==> src/rtl/regfile_wb_arbiter.sv <==
// regfile_wb_arbiter: per-source writeback FIFOs (ALU, LSU) drained
// round-robin into a registered register-file write port.

module regfile_wb_fifo #(
    parameter int XLEN  = 64,
    parameter int DEPTH = 2
) (
    input  logic            clk,
    input  logic            rst_n,
    input  logic            push,
    input  logic            pop,
    input  logic [4:0]      in_rd,
    input  logic [XLEN-1:0] in_data,
    output logic            ready,
    output logic            nonempty,
    output logic [4:0]      head_rd,
    output logic [XLEN-1:0] head_data,
    output logic [31:0]     mask
);
    localparam int AW = (DEPTH > 1) ? $clog2(DEPTH) : 1;
    localparam int CW = AW + 1;

    logic [4:0]      mem_rd   [DEPTH];
    logic [XLEN-1:0] mem_data [DEPTH];
    logic [AW-1:0]   wptr;
    logic [AW-1:0]   rptr;
    logic [CW-1:0]   count;

    // ready comes from the registered count only, so a full FIFO
    // refuses a push even in a cycle where it also pops
    assign ready     = (count != CW'(DEPTH));
    assign nonempty  = (count != '0);
    assign head_rd   = mem_rd[rptr];
    assign head_data = mem_data[rptr];

    // storage is only ever read behind count, so it needs no reset
    always_ff @(posedge clk) begin
        if (push) begin
            mem_rd[wptr]   <= in_rd;
            mem_data[wptr] <= in_data;
        end
    end

    // pointers wrap modulo DEPTH; push+pop leaves count unchanged
    always_ff @(posedge clk or negedge rst_n) begin
        if (!rst_n) begin
            wptr  <= '0;
            rptr  <= '0;
            count <= '0;
        end else begin
            if (push)
                wptr <= wptr + 1'b1;
            if (pop)
                rptr <= rptr + 1'b1;
            unique case ({push, pop})
                2'b10:   count <= count + 1'b1;
                2'b01:   count <= count - 1'b1;
                default: count <= count;
            endcase
        end
    end

    // one-hot OR of the destination of every live entry
    always_comb begin
        logic [AW-1:0] idx;
        mask = '0;
        idx  = '0;
        for (int j = 0; j < DEPTH; j++) begin
            idx = rptr + AW'(j);
            if (CW'(j) < count)
                mask[mem_rd[idx]] = 1'b1;
        end
    end
endmodule

module regfile_wb_arbiter #(
    parameter int XLEN  = 64,
    parameter int DEPTH = 2
) (
    input  logic            clk,
    input  logic            rst_n,
    input  logic            alu_valid,
    output logic            alu_ready,
    input  logic [4:0]      alu_rd,
    input  logic [XLEN-1:0] alu_data,
    input  logic            lsu_valid,
    output logic            lsu_ready,
    input  logic [4:0]      lsu_rd,
    input  logic [XLEN-1:0] lsu_data,
    output logic            rf_we,
    output logic [4:0]      rf_rd,
    output logic [XLEN-1:0] rf_wdata,
    output logic [31:0]     pending,
    output logic            idle
);
    logic            alu_push;
    logic            lsu_push;
    logic            alu_ne;
    logic            lsu_ne;
    logic            gnt_alu;
    logic            gnt_lsu;
    logic            rr_lsu;
    logic [4:0]      alu_hrd;
    logic [4:0]      lsu_hrd;
    logic [XLEN-1:0] alu_hdata;
    logic [XLEN-1:0] lsu_hdata;
    logic [31:0]     alu_mask;
    logic [31:0]     lsu_mask;

    // x0 writes finish the handshake but are never queued
    assign alu_push = alu_valid && alu_ready && (alu_rd != 5'd0);
    assign lsu_push = lsu_valid && lsu_ready && (lsu_rd != 5'd0);

    assign gnt_alu = alu_ne && (!lsu_ne || !rr_lsu);
    assign gnt_lsu = lsu_ne && !gnt_alu;

    regfile_wb_fifo #(.XLEN(XLEN), .DEPTH(DEPTH)) u_alu_fifo (
        .clk       (clk),
        .rst_n     (rst_n),
        .push      (alu_push),
        .pop       (gnt_alu),
        .in_rd     (alu_rd),
        .in_data   (alu_data),
        .ready     (alu_ready),
        .nonempty  (alu_ne),
        .head_rd   (alu_hrd),
        .head_data (alu_hdata),
        .mask      (alu_mask)
    );

    regfile_wb_fifo #(.XLEN(XLEN), .DEPTH(DEPTH)) u_lsu_fifo (
        .clk       (clk),
        .rst_n     (rst_n),
        .push      (lsu_push),
        .pop       (gnt_lsu),
        .in_rd     (lsu_rd),
        .in_data   (lsu_data),
        .ready     (lsu_ready),
        .nonempty  (lsu_ne),
        .head_rd   (lsu_hrd),
        .head_data (lsu_hdata),
        .mask      (lsu_mask)
    );

    // pointer only moves on contention, handing priority to the loser
    always_ff @(posedge clk or negedge rst_n) begin
        if (!rst_n)
            rr_lsu <= 1'b0;
        else if (alu_ne && lsu_ne)
            rr_lsu <= gnt_alu;
    end

    // registered write port; address/data hold when nothing pops
    always_ff @(posedge clk or negedge rst_n) begin
        if (!rst_n) begin
            rf_we    <= 1'b0;
            rf_rd    <= '0;
            rf_wdata <= '0;
        end else begin
            rf_we <= gnt_alu || gnt_lsu;
            unique case (1'b1)
                gnt_alu: begin
                    rf_rd    <= alu_hrd;
                    rf_wdata <= alu_hdata;
                end
                gnt_lsu: begin
                    rf_rd    <= lsu_hrd;
                    rf_wdata <= lsu_hdata;
                end
                default: ;
            endcase
        end
    end

    // pending covers both queues plus the write in flight on the port
    always_comb begin
        pending = alu_mask | lsu_mask;
        if (rf_we)
            pending[rf_rd] = 1'b1;
    end

    assign idle = !alu_ne && !lsu_ne && !rf_we;
endmodule

==> config.mk <==
export PLATFORM = sky130hd
export DESIGN_NAME = regfile_wb_arbiter
export DESIGN_NICKNAME = d
export VERILOG_FILES = /design/src/rtl/regfile_wb_arbiter.sv
export SDC_FILE = /design/constraint.sdc
export NUM_CORES = 1
export LEC_CHECK = 0
export CORE_UTILIZATION = 50
export CTS_BUF_LIST = sky130_fd_sc_hd__clkbuf_8
export CTS_CLUSTER_DIAMETER = 200
export DETAILED_ROUTE_END_ITERATION = 8
export MAX_ROUTING_LAYER = met4
export PLACE_DENSITY = 0.83
export SETUP_SLACK_MARGIN = 0.1
export SYNTH_ARGS = -nofsm -noshare
export SYNTH_HDL_FRONTEND = slang
export SYNTH_SLANG_ARGS = --single-unit
==> constraint.sdc <==
create_clock -name clk -period 5.7 [get_ports clk]
set_input_delay 0.57 -clock clk [delete_from_list [all_inputs] [get_ports clk]]
set_output_delay 0.57 -clock clk [all_outputs]
set_load 0.02 [all_outputs]
==> impl_metrics.csv, run 1 <==
group,metric,value,unit
logic_synthesis,synthDistinctLibCells,57,
die,die_x,177.4,µm
worst_hold_path,min_path_type,"primary input to asynchronous set/reset pin",
cts,cts_buffer_depth,3,
die,core_area,29950,µm²
power_and_ir_drop,p_comb_frac,0.413,
logic_synthesis,ys_warn_count,0,
placed_design,dpl.hpwl,27570,µm
cts,cts_setup_buffers,0,
power_and_ir_drop,switchingPower,4.232,mW
worst_setup_path,slowest_delay,0.79,ns
run,maxCapViolations,0,
logic_synthesis,synthesis.nets,1287,
placed_design,gp_congestion,0.9630,
power_and_ir_drop,power_density,560.4,nW/µm²
worst_setup_path,crit_chain,"nor2b_1, a31oi_2, o22ai_1, or3_1, clkdlybuf4s50_1",
sta,setup_slack,1.527,ns
sta,finalSetupViolCount,0,
sta,final_hold_viol_count,0,
worst_setup_path,crit_slowest_cell,"dfrtp_4",
cts,clkSinkCount,355,
sta,max_freq,239.6,MHz
logic_synthesis,synthFlopType,"edfxtp_1",
sta,worst_clock_skew,0.02250,ns
cts,cts_buffers,55,
sta,fin_tns_setup,0,ns
worst_setup_path,cp_data_arrival_time,3.60,ns
worst_setup_path,path_max_fanout,79,
placed_design,place_inst,1705,
worst_setup_path,r2r_end,"rf_wdata[23]",
cts,cts_tree,"done",
sta,report.final.slew_viol_count,0,
worst_setup_path,reg2reg_from,"u_alu_fifo.count[0]",
placed_design,io_buffer_count,246,
detailed_routing,vias,10880,
worst_setup_path,cp_num_buf_inv,1,
power_and_ir_drop,vdd_drop_max,397.6,µV
logic_synthesis,seq_area_frac_synth,0.6675,
logic_synthesis,avgSynthCellArea,13.53,µm²
global_routing,grt_max_degree,94,
layout,drive_gt1_frac,0.08527,
cts,path_clk_slew,0.06,ns
die,dieArea,31460,µm²
worst_setup_path,r2r_cells,7,
layout,fin_nets,1523,
worst_setup_path,cp_top_family,"compound AO/OA/AOI/OAI gates",
sta,rsz0062_at_grt,"no",
cts,cts_root_buffer,"clkbuf_8",
worst_setup_path,r2r_slack,2.56,ns
sta,hold_slack,0.4631,ns
logic_synthesis,ys_seq_elements,355,
detailed_routing,wire_per_inst,23.17,µm
sta,worst_slew_pin_slew,0.9985,ns
detailed_routing,dr.first_iter.drc_count,935,
sta,period_share,0.7321,
layout,area_growth,24.86,%
worst_setup_path,worstSetupStartpointType,"flop",
sta,fin_crit,4.173,ns
run_status,status,"complete, no violations",
power_and_ir_drop,swShare,0.3933,
worst_setup_path,cp_data_required_time,5.13,ns
die,start_util,0.5134,
global_routing,grt_pass1_vias,11190,
global_routing,gr-usage-all-layers,0.2781,
global_routing,antenna_found_initial,5,
die,placementRows,63,
layout,design_area,19200,µm²
power_and_ir_drop,leakagePower,6.564,nW
worst_setup_path,end_kind,"output port",
placed_design,dp_slack,2.168,ns
logic_synthesis,synth_cells,1137,
global_routing,grt_pass1_wl,63970,µm
detailed_routing,drc,0,
power_and_ir_drop,p_seq_frac,0.391,
cts,clk_latency,0.58,ns
placed_design,placed_area,18060,µm²
layout,stdcell_count,1814,
detailed_routing,viasPerCell,6.000,
logic_synthesis,syn_area,15380,µm²
detailed_routing,dr.pass1.iters,5,
logic_synthesis,synth-async-reset-ratio,0.2225,
cts,cts_htree_levels,2,
worst_setup_path,worstSetupPathType,"flop to output port",
detailed_routing,drtAntennaViolNets,0,
sta,slew_headroom,0.3343,
global_routing,overflow,0,
power_and_ir_drop,p_int,6.529,mW
logic_synthesis,synth_edf_count,276,
detailed_routing,wirelength,42030,µm
die,num_io_pins,247,
die,die_h,177.4,µm
power_and_ir_drop,clkPwrFrac,0.197,
## routing by layer
| layer | track usage | vias to the layer above | wire length, µm |
|---|---|---|---|
| met4 | 0.1108 | 0 | 1396 |
| met3 | 0.06170 | 109 | 3288 |
| met5 | - | - | 0 |
| met2 | 0.4442 | 481 | 20770 |
| li1 | - | 4915 | - |
| met1 | 0.3453 | 5379 | 16570 |
## sequential cells by signal, summed over array words and instances (netlist names)
signal               cells
u_alu_fifo.mem_data    128
u_lsu_fifo.mem_data    128
rf_wdata                64
u_alu_fifo.mem_rd       10
u_lsu_fifo.mem_rd       10
rf_rd                    5
u_alu_fifo.count         2
u_lsu_fifo.count         2
rf_we                    1
rr_lsu                   1
u_alu_fifo.rptr          1
u_alu_fifo.wptr          1
u_lsu_fifo.rptr          1
u_lsu_fifo.wptr          1
## metrics by stage
stage	power, mW	util
after CTS	10.82	0.6406
final	10.76	0.6410
after global routing	11.34	0.6410
after floorplan	6.974	-
after global placement	8.553	0.6030
after detailed placement	8.696	0.6030
## cell families after synthesis
group           after synthesis  share of synthesized area
flops                       355                     0.6675
simple gates                340                     0.1197
fa+ha+maj                     8                   0.006509
buf+inv                      96                    0.02921
mux                          29                    0.01953
xor+xnor                      9                   0.005126
compound gates              300                     0.1525
## timing repair
item | 4_1_cts | 5_1_grt
hold buffers | 1 | 0
hold endpoints to repair | 24 | 0
resized for setup | 0 | 0
## cell usage after synthesis (all sizes together) (8+ instances only)
cell | n | area [µm²]
o32ai | 12 | 105.1
a211oi | 111 | 833.3
or3 | 30 | 187.7
o31ai | 55 | 412.9
buf | 43 | 249.0
nand2b | 10 | 62.56
nand2 | 84 | 315.3
o32a | 8 | 80.08
inv | 19 | 71.32
nor3 | 19 | 95.09
dfrtp | 79 | 1977
o221ai | 12 | 105.1
ha | 8 | 100.1
nor2b | 130 | 813.3
a22oi | 8 | 60.06
xnor2 | 8 | 70.07
clkbuf | 34 | 128.9
a32oi | 11 | 133.9
nor2 | 35 | 131.4
mux2i | 27 | 277.8
nand3b | 8 | 60.06
o211ai | 11 | 97.60
o22ai | 46 | 287.8
edfxtp | 276 | 8288
## power by group through the flow
stage	clock network, mW	registers, mW	logic, mW
after global placement	0	4.20	4.35
after detailed placement	0	4.23	4.46
after floorplan	0	4.29	2.68
final	2.11	4.20	4.44
after global routing	2.27	4.28	4.78
after CTS	2.16	4.19	4.47
## cell type report
cell class	count	area, µm²
Clock buffer	60	825.8
Inverter	19	71.32
Sequential cell	355	10270
Antenna cell	5	12.51
Multi-Input combinational cell	686	4705
Tap cell	390	488.0
Timing Repair Buffer	256	2537
Clock inverter	43	289.0
Fill cell	2238	10750
## placed cells by master (no fill, tap or decap), drive strengths merged, types with 11 or more instances in the layout
| cell type | netlist | routed |
|---|---|---|
| nand2 | 84 | 84 |
| edfxtp | 276 | 276 |
| inv | 19 | 42 |
| o22ai | 46 | 46 |
| o32ai | 12 | 12 |
| o31ai | 55 | 55 |
| a32oi | 11 | 11 |
| nor2b | 130 | 130 |
| mux2i | 27 | 27 |
| nor2 | 35 | 35 |
| dfrtp | 79 | 79 |
| or3 | 30 | 30 |
| clkinv | 0 | 15 |
| o211ai | 11 | 11 |
| nor3 | 19 | 19 |
| a211oi | 111 | 111 |
| o221ai | 12 | 12 |
| clkbuf | 34 | 60 |
| clkdlybuf4s50 | 0 | 245 |
## how the worst max path moves through the flow
stage / from / cells after the start / endpoint / slack (ns)
2_1_floorplan: u_alu_fifo.count[0] / 5 / u_alu_fifo.mem_data[0][0] / 1.32
3_3_place_gp: u_lsu_fifo.rptr / 5 / pending[22] / 2.17
3_5_place_dp: u_lsu_fifo.rptr / 5 / pending[22] / 2.17
4_1_cts: u_lsu_fifo.rptr / 5 / pending[22] / 1.54
5_1_grt: u_lsu_fifo.rptr / 5 / pending[22] / 1.41
6_report: u_lsu_fifo.rptr / 5 / pending[22] / 1.53
(Power assumes the default switching activity.)
==> inputs of run 2 (changes only) <==
==> constraint.sdc (replaced) <==
create_clock -name clk -period 3.84 [get_ports clk]
set_input_delay 0.384 -clock clk [delete_from_list [all_inputs] [get_ports clk]]
set_output_delay 0.384 -clock clk [all_outputs]
set_load 0.02 [all_outputs]
==> run 2 against run 1 <==
  * Register-to-register slack lost 1.4 ns
  * Combinational power increased by 56%
  * Setup slack lost 1.3 ns
  * Clock skew increased by 0.015 ns
  * Sequential share of layout area decreased by 0.28 points
  * Via count rose by 0.29%
  * Global-route usage up 0.31 points
  * Count of clock-buffer cells in the layout increased by 1
  * Cell count is 0.66% higher
  * Routed wire length increased by 0.87%
  * Critical path type unchanged
  * Largest cell class unchanged
==> impl_metrics.csv, run 2 (synthesized netlist as in run 1, its figures left out) <==
group,metric,value,unit
run_status,status,"complete, no violations",
worst_setup_path,worstSetupPathType,"flop to output port",
detailed_routing,vias,10920,
worst_setup_path,end_kind,"output port",
sta,setup_slack,0.2106,ns
detailed_routing,wirelength,42400,µm
worst_setup_path,worstSetupStartpointType,"flop",
power_and_ir_drop,leakagePower,6.597,nW
sta,worst_clock_skew,0.03750,ns
layout,mostFrequentLayoutCell,"edfxtp_1",
die,dieArea,31460,µm²
sta,worst_slew_pin_slew,1.114,ns
die,die_x,177.4,µm
sta,fin_tns_setup,0,ns
global_routing,grt_pass1_vias,10960,
worst_setup_path,cp_data_arrival_time,3.25,ns
layout,drive_gt1_frac,0.09567,
die,placementRows,63,
sta,max_freq,275.5,MHz
placed_design,io_buffer_count,246,
worst_setup_path,cp_data_required_time,3.46,ns
power_and_ir_drop,vdd_drop_max,536.9,µV
worst_setup_path,path_max_fanout,8,
die,die_h,177.4,µm
cts,clkSinkCount,355,
power_and_ir_drop,total_power,15.96,mW
power_and_ir_drop,power_density,826.6,nW/µm²
sta,period_share,0.9451,
placed_design,dpl.hpwl,27920,µm
global_routing,gr-usage-all-layers,0.2812,
die,num_io_pins,247,
layout,top_regs,"u_alu_fifo.mem_data x128, u_lsu_fifo.mem_data x128, rf_wdata x64",
detailed_routing,drtAntennaViolNets,0,
layout,final_cell_mix,"edfxtp_1 (276), clkdlybuf4s50_1 (245), nor2b_1 (128), a211oi_1 (111), nand2_1 (84)",
layout,post-route-util,0.6444,
run,maxCapViolations,0,
cts,cts_buffer_depth,3,
cts,cts_tree,"done",
die,core_area,29950,µm²
sta,final_hold_viol_count,0,
placed_design,place_inst,1717,
global_routing,grt_pass1_wl,64630,µm
sta,hold_slack,0.3768,ns
sta,fin_crit,3.629,ns
sta,slew_headroom,0.2554,
sta,rsz0062_at_grt,"yes",
detailed_routing,drc,0,
global_routing,antenna_found_initial,4,
sta,report.final.slew_viol_count,0,
placed_design,dp_slack,0.7451,ns
layout,fin_nets,1536,
global_routing,grt_max_degree,96,
sta,finalSetupViolCount,0,
layout,nFillCells,2199,
detailed_routing,viasPerCell,5.978,
die,start_util,0.5134,
placed_design,placed_area,18190,µm²
cts,cts_root_buffer,"clkbuf_8",
placed_design,gp_congestion,0.9932,
worst_hold_path,min_path_type,"primary input to flop",
cts,path_clk_slew,0.06,ns
detailed_routing,wire_per_inst,23.22,µm
layout,design_area,19300,µm²
cts,clk_latency,0.58,ns
global_routing,overflow,0,
layout,stdcell_count,1826,
cts,cts_buffers,55,
cts,cts_htree_levels,2,
detailed_routing,dr.pass1.iters,5,
layout,area_growth,25.52,%
detailed_routing,dr.first_iter.drc_count,919,
## run 2: worst max-delay path, cell delays in order (launching register included)
cell	delay, ns
dfrtp_1	0.42
inv_1	0.09
ha_1	0.33
nor2_1	0.12
a32oi_2	0.58
o22ai_1	0.18
or3_1	0.42
clkdlybuf4s50_1	0.56
## run 2: repair_timing
item                                   in CTS  in global routing
hold buffers                                1                  0
gates resized for setup                     0                  5
buffers inserted                            0                  1
setup endpoints to repair                   0                 27
endpoints found under the hold margin      16                  0
## run 2: final timing paths
kind	startpoint	to	slack [ns]	depth (start not counted)
max	u_lsu_fifo.count[1]	pending[23]	0.21	7
min	lsu_data[49]	u_lsu_fifo.mem_data[1][49]	0.38	1
max reg2reg	u_alu_fifo.count[0]	u_lsu_fifo.count[1]	1.12	10
min reg2reg	rf_wdata[15]	rf_wdata[15]	0.47	2
max in group asynchronous	rst_n	rf_wdata[31]	2.48	3
min in group asynchronous	rst_n	rf_wdata[52]	0.52	2
## run 2: cell type report
class / count / area [µm²] / share of cell area
inverters: 19 / 71.32 / 0.003695
flip-flops and latches: 355 / 10270 / 0.5322
diodes: 4 / 10.01 / 0.0005185
repair buffers: 269 / 2685 / 0.1391
clock buffers: 61 / 839.6 / 0.04349
clock inverters: 42 / 200.2 / 0.01037
well taps: 390 / 488.0 / 0.02528
multi-input cells: 686 / 4737 / 0.2454
## run 2: layer usage
| metal | up-vias | routed length, µm | track usage |
|---|---|---|---|
| li1 | 4945 | - | - |
| met1 | 5364 | 16980 | 0.3598 |
| met2 | 508 | 21150 | 0.4572 |
| met3 | 99 | 3193 | 0.05441 |
| met4 | 0 | 1075 | 0.08155 |
| met5 | - | 0 | - |
## run 2: power breakdown
group / total, mW / switching (mW) / internal (mW)
clock network: 2.92 / 1.44 / 1.47
logic: 6.93 / 4.24 / 2.69
registers: 6.11 / 0.689 / 5.42
